<file path="src/rtl/alu_multicycle_if.sv">
// Handshake bundle between the EX stage and the multicycle ALU.
// Latency: none (wires only).
// Backpressure: InValid/InReady on the issue side, OutValid/OutReady on the result side.
// Ports: master = issuing stage (drives op, operands, OutReady);
//        slave  = ALU (drives InReady, result, flags, Busy).
interface alu_multicycle_if #(
    parameter int WIDTH = 32,
    parameter int OPW   = 5
);
    logic             InValid;
    logic             InReady;
    logic [OPW-1:0]   ALUControl;
    logic [WIDTH-1:0] A;
    logic [WIDTH-1:0] B;
    logic             OutValid;
    logic             OutReady;
    logic [WIDTH-1:0] Result;
    logic [WIDTH-1:0] Hi;
    logic             Zero;
    logic             DivByZero;
    logic             Busy;

    modport master (
        output InValid, ALUControl, A, B, OutReady,
        input  InReady, OutValid, Result, Hi, Zero, DivByZero, Busy
    );

    modport slave (
        input  InValid, ALUControl, A, B, OutReady,
        output InReady, OutValid, Result, Hi, Zero, DivByZero, Busy
    );
endinterface

</file>
<file path="src/rtl/alu_multicycle.sv">
// Handshaked ALU: 1-cycle logic/shift/compare ops, iterative MUL/MULU/DIV/DIVU.
// Latency: accept->OutValid 1 cycle (single-cycle ops, div-by-zero), WIDTH+1 cycles (MUL/DIV).
// Backpressure: result held while OutReady=0; InReady only in IDLE or when the result is consumed.
// Ports: Clk, Reset (async active-low); bus (slave modport) carries op/operands,
//        result/flags, both handshakes and Busy.
module alu_multicycle #(
    parameter int WIDTH = 32,
    parameter int OPW   = 5
) (
    input logic          Clk,
    input logic          Reset,
    alu_multicycle_if.slave bus
);
    localparam int SHW = $clog2(WIDTH);
    localparam int CW  = $clog2(WIDTH);

    localparam logic [OPW-1:0] OP_ADD  = OPW'(5'b00001);
    localparam logic [OPW-1:0] OP_SUB  = OPW'(5'b00010);
    localparam logic [OPW-1:0] OP_MUL  = OPW'(5'b00011);
    localparam logic [OPW-1:0] OP_SLL  = OPW'(5'b00100);
    localparam logic [OPW-1:0] OP_SRL  = OPW'(5'b00101);
    localparam logic [OPW-1:0] OP_SRA  = OPW'(5'b10110);
    localparam logic [OPW-1:0] OP_AND  = OPW'(5'b00110);
    localparam logic [OPW-1:0] OP_OR   = OPW'(5'b00111);
    localparam logic [OPW-1:0] OP_XOR  = OPW'(5'b01000);
    localparam logic [OPW-1:0] OP_NOR  = OPW'(5'b01101);
    localparam logic [OPW-1:0] OP_SLT  = OPW'(5'b01110);
    localparam logic [OPW-1:0] OP_SLTU = OPW'(5'b10111);
    localparam logic [OPW-1:0] OP_MULU = OPW'(5'b10011);
    localparam logic [OPW-1:0] OP_DIV  = OPW'(5'b10100);
    localparam logic [OPW-1:0] OP_DIVU = OPW'(5'b10101);

    localparam logic [1:0] S_IDLE = 2'd0;
    localparam logic [1:0] S_ITER = 2'd1;
    localparam logic [1:0] S_DONE = 2'd2;

    logic [1:0]       state_q, state_d;
    logic [CW-1:0]    cnt_q, cnt_d;
    logic [WIDTH-1:0] acc_hi_q, acc_hi_d;   // MUL: running high product; DIV: partial remainder
    logic [WIDTH-1:0] acc_lo_q, acc_lo_d;   // MUL: multiplier/low product; DIV: dividend/quotient
    logic [WIDTH-1:0] opnd_q, opnd_d;       // MUL: multiplicand magnitude; DIV: divisor magnitude
    logic             is_div_q, is_div_d;
    logic             neg_q_q, neg_q_d;     // negate product / quotient at the end
    logic             neg_r_q, neg_r_d;     // negate remainder at the end
    logic [WIDTH-1:0] result_q, result_d;
    logic [WIDTH-1:0] hi_q, hi_d;
    logic             zero_q, zero_d;
    logic             dbz_q, dbz_d;

    logic             in_fire;
    logic             op_mul, op_div, op_sgn;
    logic             a_neg, b_neg;
    logic [WIDTH-1:0] a_mag, b_mag;
    logic [SHW-1:0]   shamt;
    logic [WIDTH-1:0] sc_res;

    logic [WIDTH:0]     mul_sum, div_sh, div_diff;
    logic               div_ok;
    logic [WIDTH-1:0]   step_hi, step_lo;
    logic [2*WIDTH-1:0] prod, prod_fix;
    logic [WIDTH-1:0]   quo_fix, rem_fix, fin_res, fin_hi;

    assign bus.InReady   = (state_q == S_IDLE) | ((state_q == S_DONE) & bus.OutReady);
    assign bus.OutValid  = (state_q == S_DONE);
    assign bus.Busy      = (state_q == S_ITER);
    assign bus.Result    = result_q;
    assign bus.Hi        = hi_q;
    assign bus.Zero      = zero_q;
    assign bus.DivByZero = dbz_q;

    assign in_fire = bus.InValid & bus.InReady;
    assign op_mul  = (bus.ALUControl == OP_MUL) | (bus.ALUControl == OP_MULU);
    assign op_div  = (bus.ALUControl == OP_DIV) | (bus.ALUControl == OP_DIVU);
    assign op_sgn  = (bus.ALUControl == OP_MUL) | (bus.ALUControl == OP_DIV);
    // Signed ops iterate on magnitudes; the signs are remembered for the last cycle.
    assign a_neg   = op_sgn & bus.A[WIDTH-1];
    assign b_neg   = op_sgn & bus.B[WIDTH-1];
    assign a_mag   = a_neg ? -bus.A : bus.A;
    assign b_mag   = b_neg ? -bus.B : bus.B;
    assign shamt   = bus.A[SHW-1:0];

    // Single-cycle datapath; MUL with B==0 and unknown opcodes fall to 0.
    always_comb begin
        sc_res = '0;
        case (bus.ALUControl)
            OP_ADD:  sc_res = bus.A + bus.B;
            OP_SUB:  sc_res = bus.A - bus.B;
            OP_SLL:  sc_res = bus.B << shamt;
            OP_SRL:  sc_res = bus.B >> shamt;
            OP_SRA:  sc_res = $unsigned($signed(bus.B) >>> shamt);
            OP_AND:  sc_res = bus.A & bus.B;
            OP_OR:   sc_res = bus.A | bus.B;
            OP_XOR:  sc_res = bus.A ^ bus.B;
            OP_NOR:  sc_res = ~(bus.A | bus.B);
            OP_SLT:  sc_res = {{(WIDTH-1){1'b0}}, ($signed(bus.A) < $signed(bus.B))};
            OP_SLTU: sc_res = {{(WIDTH-1){1'b0}}, (bus.A < bus.B)};
            default: sc_res = '0;
        endcase
    end

    // One iteration step. MUL: add-if-lsb then shift {carry,hi,lo} right.
    // DIV: restoring step; since rem < divisor, bit WIDTH of the difference is the borrow.
    always_comb begin
        mul_sum  = {1'b0, acc_hi_q} + (acc_lo_q[0] ? {1'b0, opnd_q} : {(WIDTH+1){1'b0}});
        div_sh   = {acc_hi_q, acc_lo_q[WIDTH-1]};
        div_diff = div_sh - {1'b0, opnd_q};
        div_ok   = ~div_diff[WIDTH];
        if (is_div_q) begin
            step_hi = div_ok ? div_diff[WIDTH-1:0] : div_sh[WIDTH-1:0];
            step_lo = {acc_lo_q[WIDTH-2:0], div_ok};
        end else begin
            step_hi = mul_sum[WIDTH:1];
            step_lo = {mul_sum[0], acc_lo_q[WIDTH-1:1]};
        end
        prod     = {step_hi, step_lo};
        prod_fix = neg_q_q ? -prod : prod;
        quo_fix  = neg_q_q ? -step_lo : step_lo;
        rem_fix  = neg_r_q ? -step_hi : step_hi;
        fin_res  = is_div_q ? quo_fix : prod_fix[WIDTH-1:0];
        fin_hi   = is_div_q ? rem_fix : prod_fix[2*WIDTH-1:WIDTH];
    end

    always_comb begin
        state_d  = state_q;
        cnt_d    = cnt_q;
        acc_hi_d = acc_hi_q;
        acc_lo_d = acc_lo_q;
        opnd_d   = opnd_q;
        is_div_d = is_div_q;
        neg_q_d  = neg_q_q;
        neg_r_d  = neg_r_q;
        result_d = result_q;
        hi_d     = hi_q;
        zero_d   = zero_q;
        dbz_d    = dbz_q;
        case (state_q)
            S_ITER: begin
                acc_hi_d = step_hi;
                acc_lo_d = step_lo;
                if (cnt_q == '0) begin
                    state_d  = S_DONE;
                    result_d = fin_res;
                    hi_d     = fin_hi;
                    zero_d   = (fin_res == '0);
                    dbz_d    = 1'b0;
                end else begin
                    cnt_d = cnt_q - 1'b1;
                end
            end
            default: begin  // IDLE and DONE share the accept path
                if (in_fire) begin
                    if ((op_mul | op_div) && (bus.B != '0)) begin
                        state_d  = S_ITER;
                        cnt_d    = CW'(WIDTH - 1);
                        acc_hi_d = '0;
                        acc_lo_d = op_div ? a_mag : b_mag;
                        opnd_d   = op_div ? b_mag : a_mag;
                        is_div_d = op_div;
                        neg_q_d  = a_neg ^ b_neg;
                        neg_r_d  = a_neg;
                    end else begin
                        state_d = S_DONE;
                        if (op_div) begin
                            result_d = '1;
                            hi_d     = bus.A;
                            zero_d   = 1'b0;
                            dbz_d    = 1'b1;
                        end else begin
                            result_d = sc_res;
                            hi_d     = '0;
                            zero_d   = (sc_res == '0);
                            dbz_d    = 1'b0;
                        end
                    end
                end else if ((state_q == S_DONE) && bus.OutReady) begin
                    state_d = S_IDLE;
                end
            end
        endcase
    end

    always_ff @(posedge Clk or negedge Reset) begin
        if (!Reset) begin
            state_q  <= S_IDLE;
            cnt_q    <= '0;
            acc_hi_q <= '0;
            acc_lo_q <= '0;
            opnd_q   <= '0;
            is_div_q <= 1'b0;
            neg_q_q  <= 1'b0;
            neg_r_q  <= 1'b0;
            result_q <= '0;
            hi_q     <= '0;
            zero_q   <= 1'b0;
            dbz_q    <= 1'b0;
        end else begin
            state_q  <= state_d;
            cnt_q    <= cnt_d;
            acc_hi_q <= acc_hi_d;
            acc_lo_q <= acc_lo_d;
            opnd_q   <= opnd_d;
            is_div_q <= is_div_d;
            neg_q_q  <= neg_q_d;
            neg_r_q  <= neg_r_d;
            result_q <= result_d;
            hi_q     <= hi_d;
            zero_q   <= zero_d;
            dbz_q    <= dbz_d;
        end
    end
endmodule

</file>
<file path="src/flat_wrapper.sv">
// flat-port wrapper written by rule: the top's interface ports become plain ports
module alu_multicycle_flat 
#(
    parameter int WIDTH = 32,
    parameter int OPW   = 5
)
  (Clk, Reset, bus_InValid, bus_ALUControl, bus_A, bus_B, bus_OutReady, bus_InReady, bus_OutValid, bus_Result, bus_Hi, bus_Zero, bus_DivByZero, bus_Busy);
  alu_multicycle_if #(.WIDTH(WIDTH), .OPW(OPW)) bus_i ();
  input logic Clk;
  input logic Reset;
  input wire logic [$bits(bus_i.InValid)-1:0] bus_InValid;
  input wire logic [$bits(bus_i.ALUControl)-1:0] bus_ALUControl;
  input wire logic [$bits(bus_i.A)-1:0] bus_A;
  input wire logic [$bits(bus_i.B)-1:0] bus_B;
  input wire logic [$bits(bus_i.OutReady)-1:0] bus_OutReady;
  output wire logic [$bits(bus_i.InReady)-1:0] bus_InReady;
  output wire logic [$bits(bus_i.OutValid)-1:0] bus_OutValid;
  output wire logic [$bits(bus_i.Result)-1:0] bus_Result;
  output wire logic [$bits(bus_i.Hi)-1:0] bus_Hi;
  output wire logic [$bits(bus_i.Zero)-1:0] bus_Zero;
  output wire logic [$bits(bus_i.DivByZero)-1:0] bus_DivByZero;
  output wire logic [$bits(bus_i.Busy)-1:0] bus_Busy;
  assign bus_i.InValid = bus_InValid;
  assign bus_i.ALUControl = bus_ALUControl;
  assign bus_i.A = bus_A;
  assign bus_i.B = bus_B;
  assign bus_i.OutReady = bus_OutReady;
  assign bus_InReady = bus_i.InReady;
  assign bus_OutValid = bus_i.OutValid;
  assign bus_Result = bus_i.Result;
  assign bus_Hi = bus_i.Hi;
  assign bus_Zero = bus_i.Zero;
  assign bus_DivByZero = bus_i.DivByZero;
  assign bus_Busy = bus_i.Busy;
  alu_multicycle #(.WIDTH(WIDTH), .OPW(OPW)) u_core (.Clk(Clk), .Reset(Reset), .bus(bus_i));
endmodule
</file>
<file path="config.mk">
export PLATFORM = sky130hd
export DESIGN_NAME = alu_multicycle_flat
export DESIGN_NICKNAME = d
export VERILOG_FILES = /design/src/rtl/alu_multicycle_if.sv /design/src/rtl/alu_multicycle.sv /design/src/flat_wrapper.sv
export SDC_FILE = /design/constraint.sdc
export NUM_CORES = 1
export LEC_CHECK = 0
export CAP_MARGIN = 20
export CORE_MARGIN = 10
export CORE_UTILIZATION = 43
export CTS_CLUSTER_SIZE = 20
export DETAILED_ROUTE_END_ITERATION = 10
export PLACE_DENSITY_LB_ADDON = 0.15
export SLEW_MARGIN = 25
export SYNTH_ARGS = -nofsm -noshare
export SYNTH_HDL_FRONTEND = slang
export SYNTH_SLANG_ARGS = --single-unit
</file>
<file path="constraint.sdc">
create_clock -name Clk -period 9.1 [get_ports Clk]
set_clock_uncertainty 0.2 [all_clocks]
set_input_delay 1.82 -clock Clk [delete_from_list [all_inputs] [get_ports Clk]]
set_output_delay 1.82 -clock Clk [all_outputs]
set_load 0.1 [all_outputs]
</file>
==> flow_summary.toml <==
[worst_setup_path]
required_ps = 9310
worstSetupPathType = "input port to register"
critPathLaunchType = "input port"
rr_worst_depth = 25
critPathMaxFanout = 7
r2r-start = "u_core.acc_lo_q[31]$_DFFE_PN0P_"
r2r-end = "u_core.bus.Zero$_DFFE_PN0P_"
crit_path_end_kind = "register"
rrSetupSlack_ps = 1850
worstPathArrival_ps = 8850

[drt]
ant_nets = 0
first_iter_violations = 4928
drc = 0
dr.pass1.iters = 8
wl_met3_um = 17900
num_vias = 29957
wirelength_um = 140000
wl_met1_um = 53200
dr_wl_met2_um = 57800
avgRoutedWirePerCell_um = 33.5
post_drt_via_cell_ratio = 7.17
top_layer = "met5"

[worst_hold_path]
hold_class = "register to register"
hold_end = "u_core.bus.Result[1]$_DFFE_PN0P_"
hold_path_depth = 1
hp-start = "u_core.bus.Result[1]$_DFFE_PN0P_"

[yosys]
synth_top_cell_by_area = "dfrtp_1"
yosys_warnings = 0
synth_edf_count = 0
ys_top_cells_by_area = "dfrtp_1 (17%), ha_1 (8.2%), a21oi_1 (5.8%)"
synth-main-ff-cell = "dfrtp_1"
synth.distinct_cells = 114
netlist_area_um2 = 25400
async_flop_share_pct = 100
synth_fa_ha_area_share_pct = 8.50
synth_top_family_by_area = "compound AO/OA/AOI/OAI gates"
ys_seq_elements = 172
synth_top_area_share_pct = 17.0
netlist_instances = 3409
ys_seq_area_share_pct = 17.0
muxShareOfSynthArea_pct = 9.71
synth_xor_area_share_pct = 5.87
syn_nets = 3652
synth-compound-area-share_pct = 31.4
postSynthAreaPerCell_um2 = 7.45
synthSimpleGateAreaFrac_pct = 21.1

[cts]
clock-sinks = 172
htree_levels = 4
clock-root-buffer = "clkbuf_16"
cts_setup_buffers = 0
clock_latency_ps = 480
cts_tree = "built"
path_clk_slew_ps = 70
postCtsResizedCells = 0
postCtsHoldBufs = 0
clockBufferDepth = 2
cts-buffers-inserted = 17

[die]
dieWidth_um = 263
core_um2 = 58000
row_count = 88
io_pins = 142
start_util_pct = 43.7
die_h_um = 263
dieArea_um2 = 69100

[cells_and_area]
drive_gt1_share_pct = 8.09
syn_to_final_growth_pct = 10.1
design_area_um2 = 27900
finalNetCount = 3642
final_common_cell = "nand2_1"
fillers = 5766
final_cell_mix = "nand2_1 (370), a21oi_1 (296), nor2_1 (290), o21ai_0 (246), dfrtp_1 (171)"

[grt]
globalRouteOverflowTotal = 0
grt_pass1_wl_um = 200000
grt_pass1_vias = 27430
grt_usage_pct = 38.4
grt_max_degree = 83
antenna_found_initial = 5

[placed_design]
gp_congestion = 1.13
dp_hpwl_um = 110000
placed_area_um2 = 27300
port_buffers = 141

[sta]
setup_tns_ps = 0
tightest_slew_ps = 1370
rsz0062_at_grt = "false"
min_period_ps = 8650
drv_slew = 0
slew_headroom_pct = 7.90
fmax_mhz = 116
finalHoldViolCount = 0
setup_viol = 0
finalCritPeriodShare_pct = 95.0

[job]
cap_viol_max_count = 0

[power_and_ir_drop]
leakagePower_uw = 0.0111
peakVddDrop_v = 0.000165
pwr_density_cell_nw_per_um2 = 219

[status]
status = "finished, final reports clean"
area by class of cell:
class,instances,area (µm²),share of cell area [%]
timing repair buffer,218,1980,7.07
sequential,172,4310,15.4
tap,765,957,3.43
inverter,159,599,2.14
antenna,2,5.00,0.0179
clock inverter,14,174,0.622
clock buffer,18,439,1.57
multi-input combinational,2831,19500,69.7
worst max path at each step:
stage               slack (ps)                          end  startpoint  cells after the start
floorplan                 2110  u_core.bus.Zero$_DFFE_PN0P_    bus_A[2]                     21
global placement           490  u_core.bus.Zero$_DFFE_PN0P_    bus_B[0]                     16
detailed placement         480  u_core.bus.Zero$_DFFE_PN0P_    bus_B[0]                     16
CTS                        940  u_core.bus.Zero$_DFFE_PN0P_    bus_B[0]                     16
global route               660  u_core.bus.Zero$_DFFE_PN0P_    bus_B[0]                     16
finish                     450  u_core.bus.Zero$_DFFE_PN0P_    bus_B[0]                     16
critical path: stages:
cell	delay (ps)
clkdlybuf4s50_1	610
inv_1	350
ha_1	300
nor4b_1	800
and4b_1	530
nand4_1	480
a21boi_4	550
o2111ai_1	180
a211oi_1	740
nand4_1	230
nor4_1	730
nand3_1	220
or4_1	630
nor4_1	360
and3b_1	200
a211o_1	90
metrics by stage:
step                      setup WS, ps  instances  hold slack (ps)  utilization, %  total power [µW]
after floorplan                   2110       3409              264               -              3680
after global placement             491       4143              262            47.0              5080
after detailed placement           477       4145              267            47.1              5130
after CTS                          935       4177              283            48.1              5950
after global routing               664       4177              306            48.2              6380
final                              453       4179              281            48.2              6110
registers in the layout (all words and copies together), names as in the netlist:
signal                cells
u_core.acc_hi_q          32
u_core.acc_lo_q          32
u_core.bus.DivByZero      1
u_core.bus.Hi            32
u_core.bus.Result        32
u_core.bus.Zero           1
u_core.cnt_q              5
u_core.is_div_q           1
u_core.neg_q_q            1
u_core.neg_r_q            1
u_core.opnd_q            32
u_core.state_q            2
cells in the mapped netlist, drive strengths merged, types with 20 or more instances:
cell type  instances
buf               73
o21a              28
and3              20
or3               24
nand4             34
xnor2            124
o211ai            81
clkbuf           174
nor2b             25
xor2              46
nor2             293
a211oi            55
a31oi             50
o22ai             59
inv              153
mux4              57
nor3              95
dfrtp            172
nand3             62
and2              52
a21o              50
nand2b            31
a21oi            299
o21ai            263
nand2            373
ha               166
mux2i             96
o31ai             28
o221ai            30
a221oi            34
nor4              37
routing by layer:
metal | global-route usage [%] | vias up
li1 | - | 12677
met1 | 48.3 | 14529
met2 | 55.9 | 2280
met3 | 11.8 | 463
met4 | 25.3 | 8
met5 | 0 | -
where the power goes:
| part | switching (µW) | total (µW) | internal, µW |
|---|---|---|---|
| logic | 2810 | 4170 | 1360 |
| clock network | 387 | 811 | 424 |
| registers | 222 | 1130 | 906 |
| total | 3420 | 6110 | 2690 |
logic make-up (layout without fill, tap and decap cells):
family,after synthesis,after routing
muxes,171,171
xor gates and xnor gates,170,170
DFF,172,172
other,0,2
adders and majority gates,170,170
AOI/OAI and AO/OA,1196,1196
and+or+nand+nor,1124,1124
buffers and inverters,406,409
Power figures use the tool's default switching activity.
